--- src/rtl/gpsdo_loop_sequencer.sv ---
// Supervisory sequencer for the GPSDO discipline loop: walks ACQ/TRACK/LOCK/HOLD on each
// per-PPS phase error and drives the PID enable, gain set, integrator clear, divider realign and LED.
module gpsdo_loop_sequencer #(
    parameter int unsigned PPS_TIMEOUT_CYC = 32'd12_000_000,
    parameter int unsigned TRACK_WIN       = 32'd100,
    parameter int unsigned LOCK_WIN        = 32'd8,
    parameter int unsigned UNLOCK_WIN      = 32'd50,
    parameter int unsigned LOCK_COUNT      = 32'd16,
    parameter int unsigned DIVRST_CYC      = 32'd4
) (
    input  logic               CLK_SYS,
    input  logic               CLK_RST,
    input  logic signed [24:0] Meas_Err,
    input  logic               Meas_Valid,
    output logic               Pid_En,
    output logic [1:0]         Pid_Gain_Sel,
    output logic               Pid_Int_Clr,
    output logic               Div_Rst,
    output logic               Led_Lock,
    output logic               Holdover,
    output logic [1:0]         State
);

    localparam int unsigned TO_W = $clog2(PPS_TIMEOUT_CYC + 32'd1);
    localparam int unsigned LC_W = $clog2(LOCK_COUNT + 32'd1);
    localparam int unsigned DR_W = $clog2(DIVRST_CYC + 32'd1);

    localparam logic [TO_W-1:0] TO_LIM      = TO_W'(PPS_TIMEOUT_CYC);
    localparam logic [LC_W-1:0] LC_LIM      = LC_W'(LOCK_COUNT);
    localparam logic [DR_W-1:0] DR_LOAD     = DR_W'(DIVRST_CYC);
    localparam logic [24:0]     TRACK_WIN_C = 25'(TRACK_WIN);
    localparam logic [24:0]     LOCK_WIN_C  = 25'(LOCK_WIN);
    localparam logic [24:0]     UNLOCK_WIN_C = 25'(UNLOCK_WIN);

    typedef enum logic [1:0] {
        ST_ACQ   = 2'd0,
        ST_TRACK = 2'd1,
        ST_LOCK  = 2'd2,
        ST_HOLD  = 2'd3
    } state_t;

    state_t          state_r;
    state_t          state_nxt_s;
    logic [TO_W-1:0] timeout_cnt_r;
    logic [TO_W-1:0] timeout_cnt_nxt_s;
    logic [LC_W-1:0] lock_cnt_r;
    logic [LC_W-1:0] lock_cnt_nxt_s;
    logic [LC_W-1:0] lock_inc_s;
    logic [DR_W-1:0] div_cnt_r;
    logic [DR_W-1:0] div_cnt_nxt_s;
    logic [24:0]     abs_err_s;
    logic            gt_track_s;
    logic            in_lock_s;
    logic            gt_unlock_s;
    logic            timeout_hit_s;
    logic            fire_s;
    logic            int_clr_nxt_s;
    logic            pid_en_nxt_s;
    logic [1:0]      gain_nxt_s;
    logic            pid_en_r;
    logic [1:0]      gain_r;
    logic            int_clr_r;
    logic            div_rst_r;
    logic            led_lock_r;
    logic            holdover_r;

    // Magnitude of the phase error; computed unsigned so -2^24 becomes 2^24 instead of wrapping.
    always_comb begin
        if (Meas_Err[24]) begin
            abs_err_s = $unsigned(~Meas_Err) + 25'd1;
        end else begin
            abs_err_s = $unsigned(Meas_Err);
        end
    end

    assign gt_track_s    = (abs_err_s > TRACK_WIN_C);
    assign in_lock_s     = (abs_err_s <= LOCK_WIN_C);
    assign gt_unlock_s   = (abs_err_s > UNLOCK_WIN_C);
    // Expiry is the cycle the counter would step onto the limit; a coincident valid wins.
    assign timeout_hit_s = !Meas_Valid && (timeout_cnt_r >= (TO_LIM - TO_W'(1)));
    assign lock_inc_s    = (lock_cnt_r < LC_LIM) ? (lock_cnt_r + LC_W'(1)) : LC_LIM;

    // PPS-loss counter: cleared by every measurement, saturating at the limit.
    always_comb begin
        if (Meas_Valid) begin
            timeout_cnt_nxt_s = {TO_W{1'b0}};
        end else if (timeout_cnt_r < TO_LIM) begin
            timeout_cnt_nxt_s = timeout_cnt_r + TO_W'(1);
        end else begin
            timeout_cnt_nxt_s = timeout_cnt_r;
        end
    end

    // Next-state, lock counter and event decisions.
    always_comb begin
        state_nxt_s    = state_r;
        lock_cnt_nxt_s = lock_cnt_r;
        fire_s         = 1'b0;
        int_clr_nxt_s  = 1'b0;
        case (state_r)
            ST_ACQ: begin
                if (Meas_Valid) begin
                    if (gt_track_s) begin
                        fire_s = 1'b1;
                    end else begin
                        state_nxt_s    = ST_TRACK;
                        int_clr_nxt_s  = 1'b1;
                        lock_cnt_nxt_s = {LC_W{1'b0}};
                    end
                end else begin
                    state_nxt_s = ST_ACQ;
                end
            end
            ST_TRACK: begin
                if (Meas_Valid) begin
                    if (gt_track_s) begin
                        state_nxt_s    = ST_ACQ;
                        fire_s         = 1'b1;
                        lock_cnt_nxt_s = {LC_W{1'b0}};
                    end else if (in_lock_s) begin
                        lock_cnt_nxt_s = lock_inc_s;
                        if (lock_inc_s == LC_LIM) begin
                            state_nxt_s = ST_LOCK;
                        end else begin
                            state_nxt_s = ST_TRACK;
                        end
                    end else begin
                        lock_cnt_nxt_s = {LC_W{1'b0}};
                    end
                end else if (timeout_hit_s) begin
                    state_nxt_s = ST_HOLD;
                end else begin
                    state_nxt_s = ST_TRACK;
                end
            end
            ST_LOCK: begin
                if (Meas_Valid) begin
                    if (gt_unlock_s) begin
                        state_nxt_s    = ST_TRACK;
                        lock_cnt_nxt_s = {LC_W{1'b0}};
                    end else begin
                        state_nxt_s = ST_LOCK;
                    end
                end else if (timeout_hit_s) begin
                    state_nxt_s = ST_HOLD;
                end else begin
                    state_nxt_s = ST_LOCK;
                end
            end
            ST_HOLD: begin
                if (Meas_Valid) begin
                    lock_cnt_nxt_s = {LC_W{1'b0}};
                    if (gt_track_s) begin
                        state_nxt_s = ST_ACQ;
                        fire_s      = 1'b1;
                    end else begin
                        state_nxt_s = ST_TRACK;
                    end
                end else begin
                    state_nxt_s = ST_HOLD;
                end
            end
            default: begin
                state_nxt_s    = ST_ACQ;
                lock_cnt_nxt_s = {LC_W{1'b0}};
            end
        endcase
    end

    // Divider realign width counter; a re-fire restarts the full width.
    always_comb begin
        if (fire_s) begin
            div_cnt_nxt_s = DR_LOAD;
        end else if (div_cnt_r != {DR_W{1'b0}}) begin
            div_cnt_nxt_s = div_cnt_r - DR_W'(1);
        end else begin
            div_cnt_nxt_s = {DR_W{1'b0}};
        end
    end

    // Output decode from the upcoming state; HOLD keeps whatever gain set was last applied.
    always_comb begin
        pid_en_nxt_s = (state_nxt_s == ST_TRACK) || (state_nxt_s == ST_LOCK);
        case (state_nxt_s)
            ST_ACQ:   gain_nxt_s = 2'd0;
            ST_TRACK: gain_nxt_s = 2'd1;
            ST_LOCK:  gain_nxt_s = 2'd2;
            ST_HOLD:  gain_nxt_s = gain_r;
            default:  gain_nxt_s = 2'd0;
        endcase
    end

    // State register.
    always_ff @(posedge CLK_SYS or negedge CLK_RST) begin
        if (!CLK_RST) begin
            state_r <= ST_ACQ;
        end else begin
            state_r <= state_nxt_s;
        end
    end

    // Counters and registered outputs.
    always_ff @(posedge CLK_SYS or negedge CLK_RST) begin
        if (!CLK_RST) begin
            timeout_cnt_r <= {TO_W{1'b0}};
            lock_cnt_r    <= {LC_W{1'b0}};
            div_cnt_r     <= {DR_W{1'b0}};
            pid_en_r      <= 1'b0;
            gain_r        <= 2'd0;
            int_clr_r     <= 1'b0;
            div_rst_r     <= 1'b0;
            led_lock_r    <= 1'b0;
            holdover_r    <= 1'b0;
        end else begin
            timeout_cnt_r <= timeout_cnt_nxt_s;
            lock_cnt_r    <= lock_cnt_nxt_s;
            div_cnt_r     <= div_cnt_nxt_s;
            pid_en_r      <= pid_en_nxt_s;
            gain_r        <= gain_nxt_s;
            int_clr_r     <= int_clr_nxt_s;
            div_rst_r     <= (div_cnt_nxt_s != {DR_W{1'b0}});
            led_lock_r    <= (state_nxt_s == ST_LOCK);
            holdover_r    <= (state_nxt_s == ST_HOLD);
        end
    end

    assign Pid_En       = pid_en_r;
    assign Pid_Gain_Sel = gain_r;
    assign Pid_Int_Clr  = int_clr_r;
    assign Div_Rst      = div_rst_r;
    assign Led_Lock     = led_lock_r;
    assign Holdover     = holdover_r;
    assign State        = state_r;

endmodule

--- config.mk ---
export PLATFORM = sky130hd
export DESIGN_NAME = gpsdo_loop_sequencer
export DESIGN_NICKNAME = d
export VERILOG_FILES = /design/src/rtl/gpsdo_loop_sequencer.sv
export SDC_FILE = /design/constraint.sdc
export NUM_CORES = 1
export LEC_CHECK = 0
export ABC_AREA = 1
export CAP_MARGIN = 40
export CORE_MARGIN = 1.5
export CORE_UTILIZATION = 28
export CTS_BUF_LIST = sky130_fd_sc_hd__clkbuf_16
export CTS_CLUSTER_DIAMETER = 80
export DETAILED_ROUTE_END_ITERATION = 10
export HOLD_SLACK_MARGIN = 0.1
export SKIP_LAST_GASP = 1
export SYNTH_ARGS = -nofsm -noshare
export SYNTH_HDL_FRONTEND = slang
export SYNTH_SLANG_ARGS = --single-unit
--- constraint.sdc ---
create_clock -name CLK_SYS -period 2 [get_ports CLK_SYS]
set_input_delay 0.6 -clock CLK_SYS [delete_from_list [all_inputs] [get_ports CLK_SYS]]
set_output_delay 0.6 -clock CLK_SYS [all_outputs]
set_load 0.02 [all_outputs]
======== Yosys cells after proc, flatten, opt, wreduce, memory -nomap -nowiden ========
Cells that the tools add are included.
word-level totals
  input bits .............................. 28
  register bits ........................... 41
operators by class
  bitwise operators ....................... 1
  equal/unequal tests ..................... 13
  add/subtract/negate cells ............... 4
  reductions and logical operators ........ 10
  mux-type cells .......................... 35
  $lt $le $gt $ge ......................... 6
operators with widths
  cell                                                              number
  two-way mux 24 bit                                                2
  two-way mux 5 bit                                                 9
  adder 25 x 1 -> 25 bit (second input constant)                    1
  greater-than comparator 25 x 6 -> 1 bit (second input constant)   1
  greater-than comparator 25 x 7 -> 1 bit (second input constant)   1
  less-or-equal comparator 25 x 4 -> 1 bit (second input constant)  1
  two-way mux 25 bit                                                1
  NOT 25 bit                                                        1
  adder 24 x 1 -> 24 bit (second input constant)                    1
  greater-or-equal comparator 24 bit (second input constant)        1
  < comparator 24 bit (second input constant)                       1
  two-way mux 2 bit                                                 10
  one-hot mux 5 bit (4 select lines)                                1
  != test 2 bit (second input constant)                             6
  equality test 2 bit (second input constant)                       4
  two-way mux 1 bit                                                 8
  one-hot mux 2 bit (4 select lines)                                1
  two-way mux 3 bit                                                 2
  one-hot mux 2 bit (3 select lines)                                1
  AND reduction 6 bit                                               1
  nonzero test 3 bit                                                2
  adder 5 x 1 -> 5 bit (second input constant)                      1
  equality test 5 bit (second input constant)                       1
  < comparator 5 bit (second input constant)                        1
  8 further kinds                                                   10

======== Depth between registers and ports, before layout ========
  depth in word-level cells ............... 10
  mapped depth ............................ 22
  mapped depth without buffers ............ 22

======== Least setup slack after synthesis ========
OpenSTA, ideal clock, no wires.
  path type ............................... in2reg
  start ................................... input Meas_Err[0]
  end ..................................... register gain_r[0], in the netlist Pid_Gain_Sel[0]
  path buffers ............................ 0
  stages on the path ...................... 18
  slack ................................... -0.816 ns
  arrival time ............................ 2.691 ns
  library setup time ...................... 0.125 ns
  path through ............................ inv_1 ha_1 nand2_2 nor2_2 nand3b_1 nand3_1 nand2_1 nor2_2 nand2_1 nor2_2 nand3_1 nand2_1 nand2_1 nand3_1 nand2_1 nand3b_1 ha_1 mux2_2
between the ends
  word-level cells in the longest chain between the ends .. 10
  elaborated cells between the ends (all ways) .. 21
RTL lines
  what                                         line  text
  start, declared                              13    input logic signed [24:0] Meas_Err,
  NOT 25 bit                                   70    abs_err_s = $unsigned(~Meas_Err) + 25'd1;
  adder 25 x 1 -> 25 bit                       70
  two-way mux 25 bit (*)                       69    if (Meas_Err[24]) begin
  less-or-equal comparator 25 x 4 -> 1 bit     77    assign in_lock_s = (abs_err_s <= LOCK_WIN_C);
  two-way mux 2 bit                            120   end else if (in_lock_s) begin
  two-way mux 2 bit                            116   if (gt_track_s) begin
  two-way mux 2 bit                            115   if (Meas_Valid) begin
  one-hot mux 2 bit (4 select lines) (*)       100   case (state_r)
  equality test 2 bit (tied with other cells)  184   case (state_nxt_s)
  one-hot mux 2 bit (3 select lines)           184
  end signal, assigned                         219   gain_r <= gain_nxt_s;
  end, declared                                61    logic [1:0] gain_r;
Every way passes the cells marked *; elsewhere a longest branch is shown, timed or not.
A chain may end at the register's enable or synchronous reset.

======== Final worst setup path ========
  start ................................... input Meas_Err[1]
  end ..................................... register gain_r[1], in the netlist Pid_Gain_Sel[1]
Same word-level chain as after synthesis.

==> summary.txt <==
STA
  • Fin Hold WS: approximately 0.37 ns
  • Slew margin rel.: 64.13%
  • Setup_tns: -8.386 ns
  • Final Setup Violations: 25
  • Clock period minus worst slack: 2.763 ns
  • FMAX: 361.9 MHz
  • Actual slew at the worst max-slew pin: 0.5381 ns
  • RSZ-0062 raised after global routing: true
  • Hold Fails Final Rpt: 0
  • Final cycle utilization of the critical path: 138.1%
  • Final Skew: a little over 0.008 ns
  • Final Max Slew Viols: 0
  • Setup slack after layout: -0.7630 ns

Placed design
  • Routability cong.: 0.8606
  • Port bufs: 36
  • Pre-CTS setup slack: -1.484 ns
  • Placed wire-length estimate: 7.271 mm

Die
  • Initial Utilization: 28.75%
  • Die X: approximately 110 um
  • Die Ht: 111.3 um
  • DIE AREA: roughly 12000 um^2
  • Ports: 37
  • CORE AREA: 11420 um^2
  • # rows: 39

Detailed routing
  • Vias/cell: 4.796
  • Via count: 3894
  • Wirelength per Cell: between 10 and 15 um
  • Antenna Nets Post-Route: 0
  • Initial DRC Count: 179
  • Final Routed Wirelength: 9.934 mm
  • DRC Markers: 0
  • DR pass1 iterations: 5

Yosys
  • Syn_nets: 562
  • YS warnings: 0
  • Cell variety after synth: 34
  • #FFs+latches synth: 41
  • Syn avg cell area: ~6.3 um^2
  • Synth Instances: 525
  • Post-synthesis sequential area ratio: 31.25%
  • Synthesized area: 3283 um^2

CTS
  • Root Driver: clkbuf_16
  • Clock Sinks: 41
  • Clk buf depth: 2
  • Clk_lat worst skew: around 0.28 ns
  • CTS tree: done
  • CTS H-tree lvls: 2
  • Clock-pin slew on the worst setup and hold paths: 0.06 ns
  • CTS Buf Count: 5

Setup path
  • Largest fanout on the critical path: 3
  • Reg2reg path depth: 11
  • Slowest stage delay, CP: 0.29 ns
  • CP max stage cell: mux2_4
  • Worst Path Arrival: ~3 ns
  • Startpoint Class: input pin
  • Crit Path Class: in -> reg
  • Critical Path Sink Type: flip-flop
  • Most used cell, CP: nand2_1
  • CP Cell Sequence: buf_12 -> inv_12 -> ha_4 -> nand3_4 -> o21ai_4 -> nand2_1 -> nand2_1 -> nand2_1 -> nor2_1 -> nand2_1 -> nor2_1 -> nand3_2 -> nand2_2 -> inv_2 -> nor2_4 -> nand3b_1 -> ha_4 -> mux2_4
  • CP required: 2.17 ns

Status
  • Status: finished with violations
  • Violated checks: setup timing

GRT
  • Initial antenna violation count: 0
  • First-pass GRT wire length: 16.85 mm
  • Remaining Overflow, GRT: 0
  • Tot GR Track Use: around 16%
  • Largest net degree at the start of global routing: between 40 and 50
  • Number of global-route vias before repair: 3949

Power and ir drop
  • Peak supply drop: 0.0003234 V
  • P_leak: 2.516 nW
  • Power Dens Cells: 398.8 nW/um^2

Worst hold path
  • Min-Delay Path Class: in -> async

Layout
  • Commonest cells after routing, fill and taps aside: nand2_1 (116), buf_4 (96), inv_1 (59), nor2_1 (44), dfrtp_1 (41)
  • Commonest non-fill, non-tap cell in the layout: nand2_1
  • Area Growth Syn to Fin: 63.76%
  • Layout net count: 706
  • Diode count: 0
  • Ratio of cells with drive above 1 in the final layout: 40.66%

Job
  • Max Cap Viol: 0
-- through the flow --
stage                     total power, mW  std cells  area (um^2)  utilization (%)
after global placement              1.330        789         4612            40.39
after global routing                2.260        812         5376            47.09
final                               2.144        812         5376            47.09
after detailed placement            1.343        789         4612            40.39
after CTS                           2.129        810         5105            44.71
after floorplan                     1.115        525         3418                -
-- state kept, by name, indices dropped and copies added, names as in the netlist --
signal,count
Div_Rst,1
Holdover,1
Led_Lock,1
Pid_En,1
Pid_Gain_Sel,2
Pid_Int_Clr,1
State,2
div_cnt_r,3
lock_cnt_r,5
timeout_cnt_r,24
-- critical path, delay by kind of cell --
| kind | cells | cell delay (ns) |
|---|---|---|
| and+or+nand+nor | 11 | 1.26 |
| AOI/OAI and AO/OA | 1 | 0.19 |
| buffers and inverters | 3 | 0.21 |
| muxes | 1 | 0.29 |
| adders and majority gates | 2 | 0.36 |
-- worst paths after layout --
kind                                              start                            end  slack, ns
hold / removal                                  CLK_RST  timeout_cnt_r[18]$_DFFE_PN0P_       0.37
max in group asynchronous                       CLK_RST  timeout_cnt_r[14]$_DFFE_PN0P_       1.24
setup / recovery                            Meas_Err[1]    Pid_Gain_Sel[1]$_DFFE_PN0P_      -0.76
hold reg to reg                  div_cnt_r[0]$_DFF_PN0_         div_cnt_r[0]$_DFF_PN0_       0.52
min in group CLK_SYS             div_cnt_r[0]$_DFF_PN0_         div_cnt_r[0]$_DFF_PN0_       0.52
setup reg to reg           timeout_cnt_r[0]$_DFFE_PN0P_    Pid_Gain_Sel[1]$_DFFE_PN0P_      -0.43
-- cell families (layout without fill, tap and decap cells) --
family	count (synthesis)	count (layout)	share of synthesized area, %
mux	2	2	0.6859
flops	41	41	31.25
simple gates	330	330	44.17
compound gates	64	65	10.90
buf+inv	76	219	8.765
xor+xnor	3	3	0.8005
fa+ha+maj	9	9	3.430
-- report_power, final --
group          switching, mW  internal, mW
clock network          0.309         0.446
registers             0.0169         0.854
logic                  0.293         0.224
total                  0.619          1.52
-- repair_timing --
action                                  CTS  global route
resized for setup                       127           131
endpoints found under the hold margin     0             0
pin swaps                                76            65
buffers inserted                         15             7
endpoints found under the setup margin   31            36
hold buffers                              0             0
cloned                                    1             0
-- final cells by class --
type,count,area (um^2)
fill,1159,6042
multi-input combinational,409,2581
timing repair buffer,143,1174
sequential,41,1026
inverter,69,284.0
tap,143,178.9
clock buffer,5,125.1
clock inverter,2,7.507
-- metal layers --
metal / share of wire, % / routed length, um / vias up / track usage (%)
li1: - / - / 1985 / -
met1: 43 / 4291 / 1825 / 19.68
met2: 52 / 5167 / 74 / 29.28
met3: 3.7 / 368 / 10 / 2.460
met4: 1.1 / 106 / 0 / 3.882
met5: 0 / 0 / - / 0
-- cells in the mapped netlist --
cell	count	share of area (%)
o31ai_1	1	0.23
xor2_1	2	0.53
a221oi_1	1	0.27
nor2_1	82	9.4
nor3_1	16	2.4
mux2_2	2	0.69
nor2_2	7	1.3
nand3b_1	13	3.0
o2111ai_1	1	0.27
a21oi_4	1	0.50
nor4_1	3	0.57
a21boi_1	1	0.23
a21oi_1	29	4.4
nand2_1	149	17
a211oi_1	1	0.23
nor2_4	3	1.0
a22oi_1	1	0.23
inv_1	68	7.8
o21ai_0	22	3.4
nand4_1	8	1.5
buf_2	2	0.30
a22o_1	1	0.27
o21bai_1	1	0.23
dfrtp_1	41	31
nand3_1	44	6.7
nand2_2	3	0.57
buf_1	2	0.23
clkbuf_1	3	0.34
o21a_1	1	0.23
xnor2_1	1	0.27
nand3_2	2	0.61
ha_1	9	3.4
inv_2	1	0.11
o21ai_1	3	0.46
No activity file was read; power rests on OpenSTA's default activity.
